===== src/rtl/exec_stage_mc_if.sv =====
// -----------------------------------------------------------------------------
// exec_stage_mc_if
// Bundle between the decode register, the execute stage and the memory stage.
//   Decode side    : inValid, op, a, b, brType, pc, offset, writeReg, regWrt
//   Control        : flushPipe (squash from a later stage), memStall (back-pressure)
//   Execute result : stallOut, outValid, result, writeRegOut, regWrtOut,
//                    doBranch, branchPc, divZero, err
// master : the side that drives instructions and control (decode/memory)
// slave  : the execute stage itself
// -----------------------------------------------------------------------------
interface exec_stage_mc_if #(
  parameter int WIDTH = 16
);
  logic             inValid;
  logic [2:0]       op;
  logic [WIDTH-1:0] a;
  logic [WIDTH-1:0] b;
  logic [2:0]       brType;
  logic [WIDTH-1:0] pc;
  logic [WIDTH-1:0] offset;
  logic [2:0]       writeReg;
  logic             regWrt;
  logic             flushPipe;
  logic             memStall;

  logic             stallOut;
  logic             outValid;
  logic [WIDTH-1:0] result;
  logic [2:0]       writeRegOut;
  logic             regWrtOut;
  logic             doBranch;
  logic [WIDTH-1:0] branchPc;
  logic             divZero;
  logic             err;

  modport master (
    output inValid, op, a, b, brType, pc, offset, writeReg, regWrt,
           flushPipe, memStall,
    input  stallOut, outValid, result, writeRegOut, regWrtOut, doBranch,
           branchPc, divZero, err
  );

  modport slave (
    input  inValid, op, a, b, brType, pc, offset, writeReg, regWrt,
           flushPipe, memStall,
    output stallOut, outValid, result, writeRegOut, regWrtOut, doBranch,
           branchPc, divZero, err
  );
endinterface


===== src/rtl/exec_stage_mc.sv =====
// -----------------------------------------------------------------------------
// exec_stage_mc
// Execute stage: single-cycle ALU (ADD/SUB/AND/XOR/SLT), an iterative
// multiply/divide unit (MUL, DIVU, REMU; one step per cycle, WIDTH steps),
// branch resolution, and an output register toward the memory stage.
// Ports:
//   clk  - clock
//   rst  - synchronous, active-high reset
//   bus  - exec_stage_mc_if.slave (instruction in, result out, flush/stall)
// -----------------------------------------------------------------------------
module exec_stage_mc #(
  parameter int WIDTH = 16,
  parameter int CNT_W = $clog2(WIDTH + 1)
) (
  input  logic           clk,
  input  logic           rst,
  exec_stage_mc_if.slave bus
);

  typedef enum logic [1:0] {IDLE, BUSY, DONE} state_t;

  localparam logic [2:0]       OP_MUL    = 3'd5;
  localparam logic [2:0]       OP_DIVU   = 3'd6;
  localparam logic [CNT_W-1:0] LAST_STEP = CNT_W'(WIDTH - 1);

  // Fields that travel with an instruction independently of its result.
  typedef struct packed {
    logic [2:0]       wreg;
    logic             regwrt;
    logic             dobr;
    logic [WIDTH-1:0] bpc;
    logic             err;
  } meta_t;

  typedef struct packed {
    logic             valid;
    logic [WIDTH-1:0] result;
    logic             divzero;
    meta_t            meta;
  } out_t;

  state_t           state_q;
  logic [CNT_W-1:0] cnt_q;
  out_t             out_q, out_d;

  // Iterative unit registers.
  // MUL : acc = partial product, opa = multiplicand (shifts left),
  //       opb = multiplier (shifts right).
  // DIV : acc = partial remainder, opa = dividend shifting out / quotient
  //       shifting in, opb = divisor (static).
  logic [2:0]       op_q;
  logic [WIDTH-1:0] acc_q, acc_d;
  logic [WIDTH-1:0] opa_q, opa_d;
  logic [WIDTH-1:0] opb_q, opb_d;
  meta_t            pend_q;

  logic             stall;
  logic             accept;
  logic             is_mc;
  logic             br_taken;
  logic             br_err;
  logic [WIDTH-1:0] alu_res;
  meta_t            entry_meta;
  logic [WIDTH:0]   rem_shift;
  logic             rem_ge;
  logic [WIDTH-1:0] done_result;
  logic             done_dz;

  assign stall  = (state_q != IDLE) | bus.memStall;
  assign is_mc  = bus.op[2] & (bus.op[1] | bus.op[0]);
  // The last term drops the wrong-path instruction behind a taken branch.
  assign accept = bus.inValid & ~stall & ~bus.flushPipe
                & ~(out_q.valid & out_q.meta.dobr);

  // Branch resolution on the incoming instruction.
  always_comb begin
    // NOTE: every combinational output gets a default first so no path can
    // leave it unassigned and infer a latch.
    br_taken = 1'b0;
    br_err   = 1'b0;
    case (bus.brType)
      3'd0:    br_taken = 1'b0;
      3'd1:    br_taken = (bus.a == '0);
      3'd2:    br_taken = (bus.a != '0);
      3'd3:    br_taken = bus.a[WIDTH-1];
      3'd4:    br_taken = ~bus.a[WIDTH-1];
      default: br_err   = 1'b1;
    endcase
  end

  always_comb begin
    entry_meta.wreg   = bus.writeReg;
    entry_meta.regwrt = bus.regWrt;
    entry_meta.dobr   = br_taken;
    entry_meta.bpc    = bus.pc + bus.offset;
    entry_meta.err    = br_err;
  end

  // Single-cycle ALU.
  always_comb begin
    alu_res = '0;
    case (bus.op)
      3'd0:    alu_res = bus.a + bus.b;
      3'd1:    alu_res = bus.a - bus.b;
      3'd2:    alu_res = bus.a & bus.b;
      3'd3:    alu_res = bus.a ^ bus.b;
      3'd4:    alu_res = {{(WIDTH-1){1'b0}}, $signed(bus.a) < $signed(bus.b)};
      default: alu_res = '0;
    endcase
  end

  // One iteration of shift-add multiply or restoring divide.
  always_comb begin
    rem_shift = {acc_q, opa_q[WIDTH-1]};
    rem_ge    = rem_shift >= {1'b0, opb_q};
    acc_d     = acc_q;
    opa_d     = opa_q;
    opb_d     = opb_q;
    if (op_q == OP_MUL) begin
      acc_d = opb_q[0] ? acc_q + opa_q : acc_q;
      opa_d = opa_q << 1;
      opb_d = opb_q >> 1;
    end else begin
      // A zero divisor always "fits", so the quotient comes out all-ones and
      // the remainder ends up equal to the dividend with no special case.
      acc_d = rem_ge ? WIDTH'(rem_shift - {1'b0, opb_q}) : rem_shift[WIDTH-1:0];
      opa_d = {opa_q[WIDTH-2:0], rem_ge};
    end
  end

  assign done_result = (op_q == OP_DIVU) ? opa_q : acc_q;
  assign done_dz     = (op_q != OP_MUL) && (opb_q == '0);

  // Next output register contents when not stalled: a completed long op, a
  // freshly accepted single-cycle op, or a bubble.
  always_comb begin
    out_d = '0;
    if (state_q == DONE) begin
      out_d.valid   = 1'b1;
      out_d.result  = done_result;
      out_d.divzero = done_dz;
      out_d.meta    = pend_q;
    end else if (accept && !is_mc) begin
      out_d.valid  = 1'b1;
      out_d.result = alu_res;
      out_d.meta   = entry_meta;
    end
  end

  // Control FSM and output register. Flush shares the reset path: it abandons
  // any in-flight long op and clears the outputs at the same edge.
  always_ff @(posedge clk) begin
    // NOTE: sequential state uses non-blocking assignments so every register
    // samples pre-edge values regardless of statement order.
    if (rst || bus.flushPipe) begin
      state_q <= IDLE;
      cnt_q   <= '0;
      out_q   <= '0;
    end else begin
      case (state_q)
        IDLE: if (accept && is_mc) begin
          state_q <= BUSY;
          cnt_q   <= '0;
        end
        BUSY: begin
          cnt_q <= cnt_q + CNT_W'(1);
          if (cnt_q == LAST_STEP) state_q <= DONE;
        end
        DONE: if (!bus.memStall) state_q <= IDLE;
        default: state_q <= IDLE;
      endcase
      if (!bus.memStall) out_q <= out_d;
    end
  end

  // NOTE: the iterative datapath is not reset; it is always loaded on accept
  // before being read, and leaving it out of reset keeps the reset net small.
  always_ff @(posedge clk) begin
    if (accept && is_mc) begin
      op_q   <= bus.op;
      opa_q  <= bus.a;
      opb_q  <= bus.b;
      acc_q  <= '0;
      pend_q <= entry_meta;
    end else if (state_q == BUSY) begin
      acc_q <= acc_d;
      opa_q <= opa_d;
      opb_q <= opb_d;
    end
  end

  assign bus.stallOut    = stall;
  assign bus.outValid    = out_q.valid;
  assign bus.result      = out_q.result;
  assign bus.writeRegOut = out_q.meta.wreg;
  assign bus.regWrtOut   = out_q.meta.regwrt;
  assign bus.doBranch    = out_q.meta.dobr;
  assign bus.branchPc    = out_q.meta.bpc;
  assign bus.divZero     = out_q.divzero;
  assign bus.err         = out_q.meta.err;

endmodule

===== src/flat_wrapper.sv =====
// flat-port wrapper written by rule: the top's interface ports become plain ports
module exec_stage_mc_flat 
#(
  parameter int WIDTH = 16,
  parameter int CNT_W = $clog2(WIDTH + 1)
)
  (clk, rst, bus_inValid, bus_op, bus_a, bus_b, bus_brType, bus_pc, bus_offset, bus_writeReg, bus_regWrt, bus_flushPipe, bus_memStall, bus_stallOut, bus_outValid, bus_result, bus_writeRegOut, bus_regWrtOut, bus_doBranch, bus_branchPc, bus_divZero, bus_err);
  exec_stage_mc_if #(.WIDTH(WIDTH)) bus_i ();
  input  logic clk;
  input  logic rst;
  input wire logic [$bits(bus_i.inValid)-1:0] bus_inValid;
  input wire logic [$bits(bus_i.op)-1:0] bus_op;
  input wire logic [$bits(bus_i.a)-1:0] bus_a;
  input wire logic [$bits(bus_i.b)-1:0] bus_b;
  input wire logic [$bits(bus_i.brType)-1:0] bus_brType;
  input wire logic [$bits(bus_i.pc)-1:0] bus_pc;
  input wire logic [$bits(bus_i.offset)-1:0] bus_offset;
  input wire logic [$bits(bus_i.writeReg)-1:0] bus_writeReg;
  input wire logic [$bits(bus_i.regWrt)-1:0] bus_regWrt;
  input wire logic [$bits(bus_i.flushPipe)-1:0] bus_flushPipe;
  input wire logic [$bits(bus_i.memStall)-1:0] bus_memStall;
  output wire logic [$bits(bus_i.stallOut)-1:0] bus_stallOut;
  output wire logic [$bits(bus_i.outValid)-1:0] bus_outValid;
  output wire logic [$bits(bus_i.result)-1:0] bus_result;
  output wire logic [$bits(bus_i.writeRegOut)-1:0] bus_writeRegOut;
  output wire logic [$bits(bus_i.regWrtOut)-1:0] bus_regWrtOut;
  output wire logic [$bits(bus_i.doBranch)-1:0] bus_doBranch;
  output wire logic [$bits(bus_i.branchPc)-1:0] bus_branchPc;
  output wire logic [$bits(bus_i.divZero)-1:0] bus_divZero;
  output wire logic [$bits(bus_i.err)-1:0] bus_err;
  assign bus_i.inValid = bus_inValid;
  assign bus_i.op = bus_op;
  assign bus_i.a = bus_a;
  assign bus_i.b = bus_b;
  assign bus_i.brType = bus_brType;
  assign bus_i.pc = bus_pc;
  assign bus_i.offset = bus_offset;
  assign bus_i.writeReg = bus_writeReg;
  assign bus_i.regWrt = bus_regWrt;
  assign bus_i.flushPipe = bus_flushPipe;
  assign bus_i.memStall = bus_memStall;
  assign bus_stallOut = bus_i.stallOut;
  assign bus_outValid = bus_i.outValid;
  assign bus_result = bus_i.result;
  assign bus_writeRegOut = bus_i.writeRegOut;
  assign bus_regWrtOut = bus_i.regWrtOut;
  assign bus_doBranch = bus_i.doBranch;
  assign bus_branchPc = bus_i.branchPc;
  assign bus_divZero = bus_i.divZero;
  assign bus_err = bus_i.err;
  exec_stage_mc #(.WIDTH(WIDTH), .CNT_W(CNT_W)) u_core (.clk(clk), .rst(rst), .bus(bus_i));
endmodule

===== config.mk =====
export PLATFORM = sky130hd
export DESIGN_NAME = exec_stage_mc_flat
export DESIGN_NICKNAME = d
export VERILOG_FILES = /design/src/rtl/exec_stage_mc_if.sv /design/src/rtl/exec_stage_mc.sv /design/src/flat_wrapper.sv
export SDC_FILE = /design/constraint.sdc
export NUM_CORES = 1
export LEC_CHECK = 0
export ABC_AREA = 1
export CAP_MARGIN = 20
export CORE_MARGIN = 5
export CORE_UTILIZATION = 55
export CTS_CLUSTER_SIZE = 25
export DETAILED_ROUTE_END_ITERATION = 16
export PLACE_DENSITY = 0.9
export SLEW_MARGIN = 20
export SYNTH_ARGS = -nofsm -noshare
export SYNTH_HDL_FRONTEND = slang
export SYNTH_SLANG_ARGS = --single-unit

===== constraint.sdc =====
create_clock -name clk -period 9.01 [get_ports clk]
set_clock_uncertainty 0.2 [all_clocks]
set_input_delay 1.802 -clock clk [delete_from_list [all_inputs] [get_ports clk]]
set_output_delay 1.802 -clock clk [all_outputs]
set_load 0.01 [all_outputs]

# Word level (Yosys, flattened, before mapping)
# Cells that the tools add are included.
# word_totals
register_bits	120
output_inout_bits	41
inputBits	79
word_cells	102
# op_classes
magnitude_cmp	2
reduce_logical	20
n_eq_ne	18
muxes	24
bitwise_logic	13
addsub	6
# op_table
op	n
$mux 16	9
$pmux 16 s5	1
$add 16x16->16	3
$mux 22	2
$mux 17	2
$logic_not 16->1	2
$sub 16x16->16	2
$ge 17x16->1	1
$and 16x16->16	1
$lt 16x16->1	1
$reduce_bool 16->1	1
$xor 16x16->16	1
$eq 3x2->1 const B	4
$eq 3x3->1 const B	4
$pmux 5 s2	1
$reduce_bool 2->1	4
$eq 3x1->1 const B	2
$logic_not 3->1	2
$mux 2	3
$ne 2x1->1 const B	3
$pmux 2 s3	1
$reduce_and 2->1	3
$add 5x1->5 const B	1
$and 1x1->1	5
16 further kinds	24

# Logic depth before layout (Yosys ltp)
# logic_depth
ltp_word	9
depth_mapped	16
mapped_depth_nobuf	15

# Worst setup path after synthesis
# Ideal clock, no wire load.
# synth_path
path_kind	input to output
startpoint	input port bus_memStall
endpoint	output port bus_stallOut
required_time_ns	7.008
arrival_time_ns	2.021
cell_stages	2
path_buffers	0
setup_slack_ns	4.987
cell_sequence	inv_2 > nand3_1
# synth_between
elab_chain_len	1
# synth_rtl
item	line_no	source
start: declaration	flat_wrapper.sv:21	input wire logic [$bits(bus_i.memStall)-1:0] bus_memStall;
$or 1x1->1	exec_stage_mc.sv:69	assign stall = (state_q != IDLE) | bus.memStall;
end: declaration	flat_wrapper.sv:22	output wire logic [$bits(bus_i.stallOut)-1:0] bus_stallOut;
# No other way between the ends.

# Worst setup path in the final report
# Ends and elaborated chain as after synthesis.

==> results.toml <==
[synthesis]
yosysSeqAreaShare_pct = 29.4
synthCells = 1532
synth_warnings = 0
synth_fp_nets = 1696
synth.largest_area_cell = "edfxtp_1"
syn_area_per_cell_um2 = 6.59
synth_area_um2 = 10100
ys_ff_latch = 120
synth_ff_type = "dfxtp_1"
synth.area.top_cells = "edfxtp_1, nand2_1, dfxtp_1"
synth_top_area_share_pct = 16.9
async_reset_ff_share_pct = 0
synth_cell_type_count = 43
synth_edf_count = 57

[detailed_routing]
route.detailed.drc = 0
dr.pass1.iters = 6
dr_wl_met2_mm = 15.3
wl_per_cell_um = 17.4
drtAntennaViolNets = 0
wl_met1_mm = 12.7
routed-wl-met3_mm = 2.87
via_per_inst = 5.87
dr.max_layer_used = "met4"
drtIter0Drc = 1335
vias = 11000
routed_wl_mm = 32.4

[status]
status = "finished, final reports clean"

[power]
ir_drop_mv = 0.119
power_density_nw_per_um2 = 162
p_leak_nw = 5.56

[sta]
hold_violations = 0
fmax_mhz = 159
setup_viol = 0
min_period_ps = 6270
fin_crit_sh_pct = 69.6
tightest_slew_ps = 924
drv_slew = 0
maxSlewHeadroom_pct = 38.3
finalSetupTns_ps = 0
rsz0062_at_grt = "false"

[final_layout]
fin_util_pct = 66.5
antennaDiodeCount = 0
layout_commonest_cell = "nand2_1"
final_cell_count_no_fill = 1865
syn_to_final_growth_pct = 18.7
finalNetCount = 1787
n_fill_cell = 1495
final_cell_mix = "nand2_1, inv_1, o21ai_0"
drive_gt1_share_pct = 4.34

[clock_tree]
cts.repair.resized = 0
hold_buffers = 0
htree_levels = 4
postCtsSetupRepairBufs = 0
tritoncts = "yes"
cts_root_buffer = "clkbuf_16"
path_clk_slew_ps = 60
clock_path_buffers = 2
clkSinkCount = 120
cts_buffers = 17
clk_latency_ps = 420

[setup_path]
required_ps = 7010
r2r_cells = 8
r2r_end = "u_core.acc_q[3]"
criticalPathCategory = "in -> out"
cp-startpoint = "bus_memStall"
cp_max_fo = 63
reg2reg_from = "u_core.op_q[1]"
ff2ff_setup_slack_ps = 5790
cp-end-kind = "primary output"
arrival_ps = 4270
startpoint_type = "input pin"

[placed_design]
dpl.cell_count = 1833
gp_congestion = 0.982
dpl.hpwl_mm = 25.0
port_buffers = 119

[floorplan]
row_count = 49
die_h_um = 146
core_region_area_um2 = 18000
dieArea_um2 = 21200
pin_count = 120
start_util_pct = 56.0
die_x_um = 146

[min_path]
hp-class = "reg -> reg"
whs_endpoint = "u_core.cnt_q[3]"
hold_start = "u_core.cnt_q[3]"
worstHoldPathCells = 2

[global_route]
grt_pass1_vias = 10200
grt_max_degree = 66
antenna_found_initial = 0
grt_usage_pct = 29.7
grt_pass1_wl_mm = 51.7
overflow = 0

[flow_run]
cap_viol_max_count = 0
-- layout make-up --
class,instances,area [um^2],share of cell area [%]
clock buffers,17,425,3.55
clock inverters,15,174,1.45
inverters,225,846,7.06
multi-input cells,1134,6040,50.4
flip-flops and latches,120,2970,24.8
well taps,229,287,2.39
repair buffers,125,1240,10.3
-- cells by family (layout without fill, tap and decap cells) --
group	Yosys count	count (layout)	share of synthesized area, %
simple gates	696	696	29.1
buf+inv	278	382	10.8
xor+xnor	26	26	2.26
flops	120	120	29.4
compound gates	327	327	17.4
fa+ha+maj	85	85	10.9
-- cell usage after synthesis (2+ instances only) --
cell / instances
nand2_4: 2
fa_1: 5
ha_1: 80
edfxtp_1: 57
clkbuf_1: 29
nor4_1: 6
buf_2: 19
inv_1: 219
o21ai_0: 141
nor3_2: 3
nand4_1: 16
inv_2: 5
nand3b_1: 3
a21o_1: 4
buf_6: 2
xor2_1: 9
o22ai_1: 3
nand3_1: 120
o21ai_1: 5
nand2_2: 8
o21bai_1: 3
and2_1: 5
buf_4: 3
a21oi_1: 125
nor2_2: 3
nor2_1: 95
a22oi_1: 10
a21oi_2: 6
nor3_1: 15
nand2_1: 417
o211ai_1: 5
dfxtp_1: 63
o2bb2ai_1: 2
a31oi_1: 19
xnor2_1: 17
-- metrics by stage --
stage          instance area, um^2  setup WS [ps]  hold slack [ps]  total power, mW
2_1_floorplan                10100           4990              240             1.07
3_3_place_gp                 11400           2890              258             1.24
3_5_place_dp                 11400           2810              275             1.25
4_1_cts                      12000           2790              285             1.92
5_1_grt                      12000           2570              312             2.04
6_report                     12000           2740              290             1.94
-- registers in the layout, indices dropped and copies added, names as in the netlist --
name / count
u_core.pend_q: 22
u_core.bus.writeRegOut: 3
u_core.bus.branchPc: 16
u_core.bus.outValid: 1
u_core.bus.err: 1
u_core.state_q: 2
u_core.opb_q: 16
u_core.bus.divZero: 1
u_core.bus.regWrtOut: 1
u_core.op_q: 3
u_core.opa_q: 16
u_core.acc_q: 16
u_core.bus.result: 16
u_core.cnt_q: 5
u_core.bus.doBranch: 1
-- power breakdown --
group	internal (mW)	switching (mW)	total, mW	leakage [nW]
logic	0.231	0.394	0.625	4.24
clock network	0.374	0.300	0.675	0.294
registers	0.601	0.0362	0.638	1.03
-- how the worst max path moves through the flow --
stage	end	cells past startpoint
after floorplan	bus_stallOut	2
after global placement	bus_stallOut	4
after detailed placement	bus_stallOut	4
after CTS	bus_stallOut	4
after global routing	bus_stallOut	4
final	bus_stallOut	4
-- critical path, cell delays in order --
cell             delay, ps
clkdlybuf4s50_1        800
inv_2                  890
nand3_1                230
clkdlybuf4s50_1        550
-- per-layer routing --
layer,up-vias,track usage (%)
met3,107,5.29
met4,0,13.2
met2,581,49.4
li1,5237,-
met1,5031,37.7
met5,-,0
Note: power is estimated with default switching activity, not from simulation.
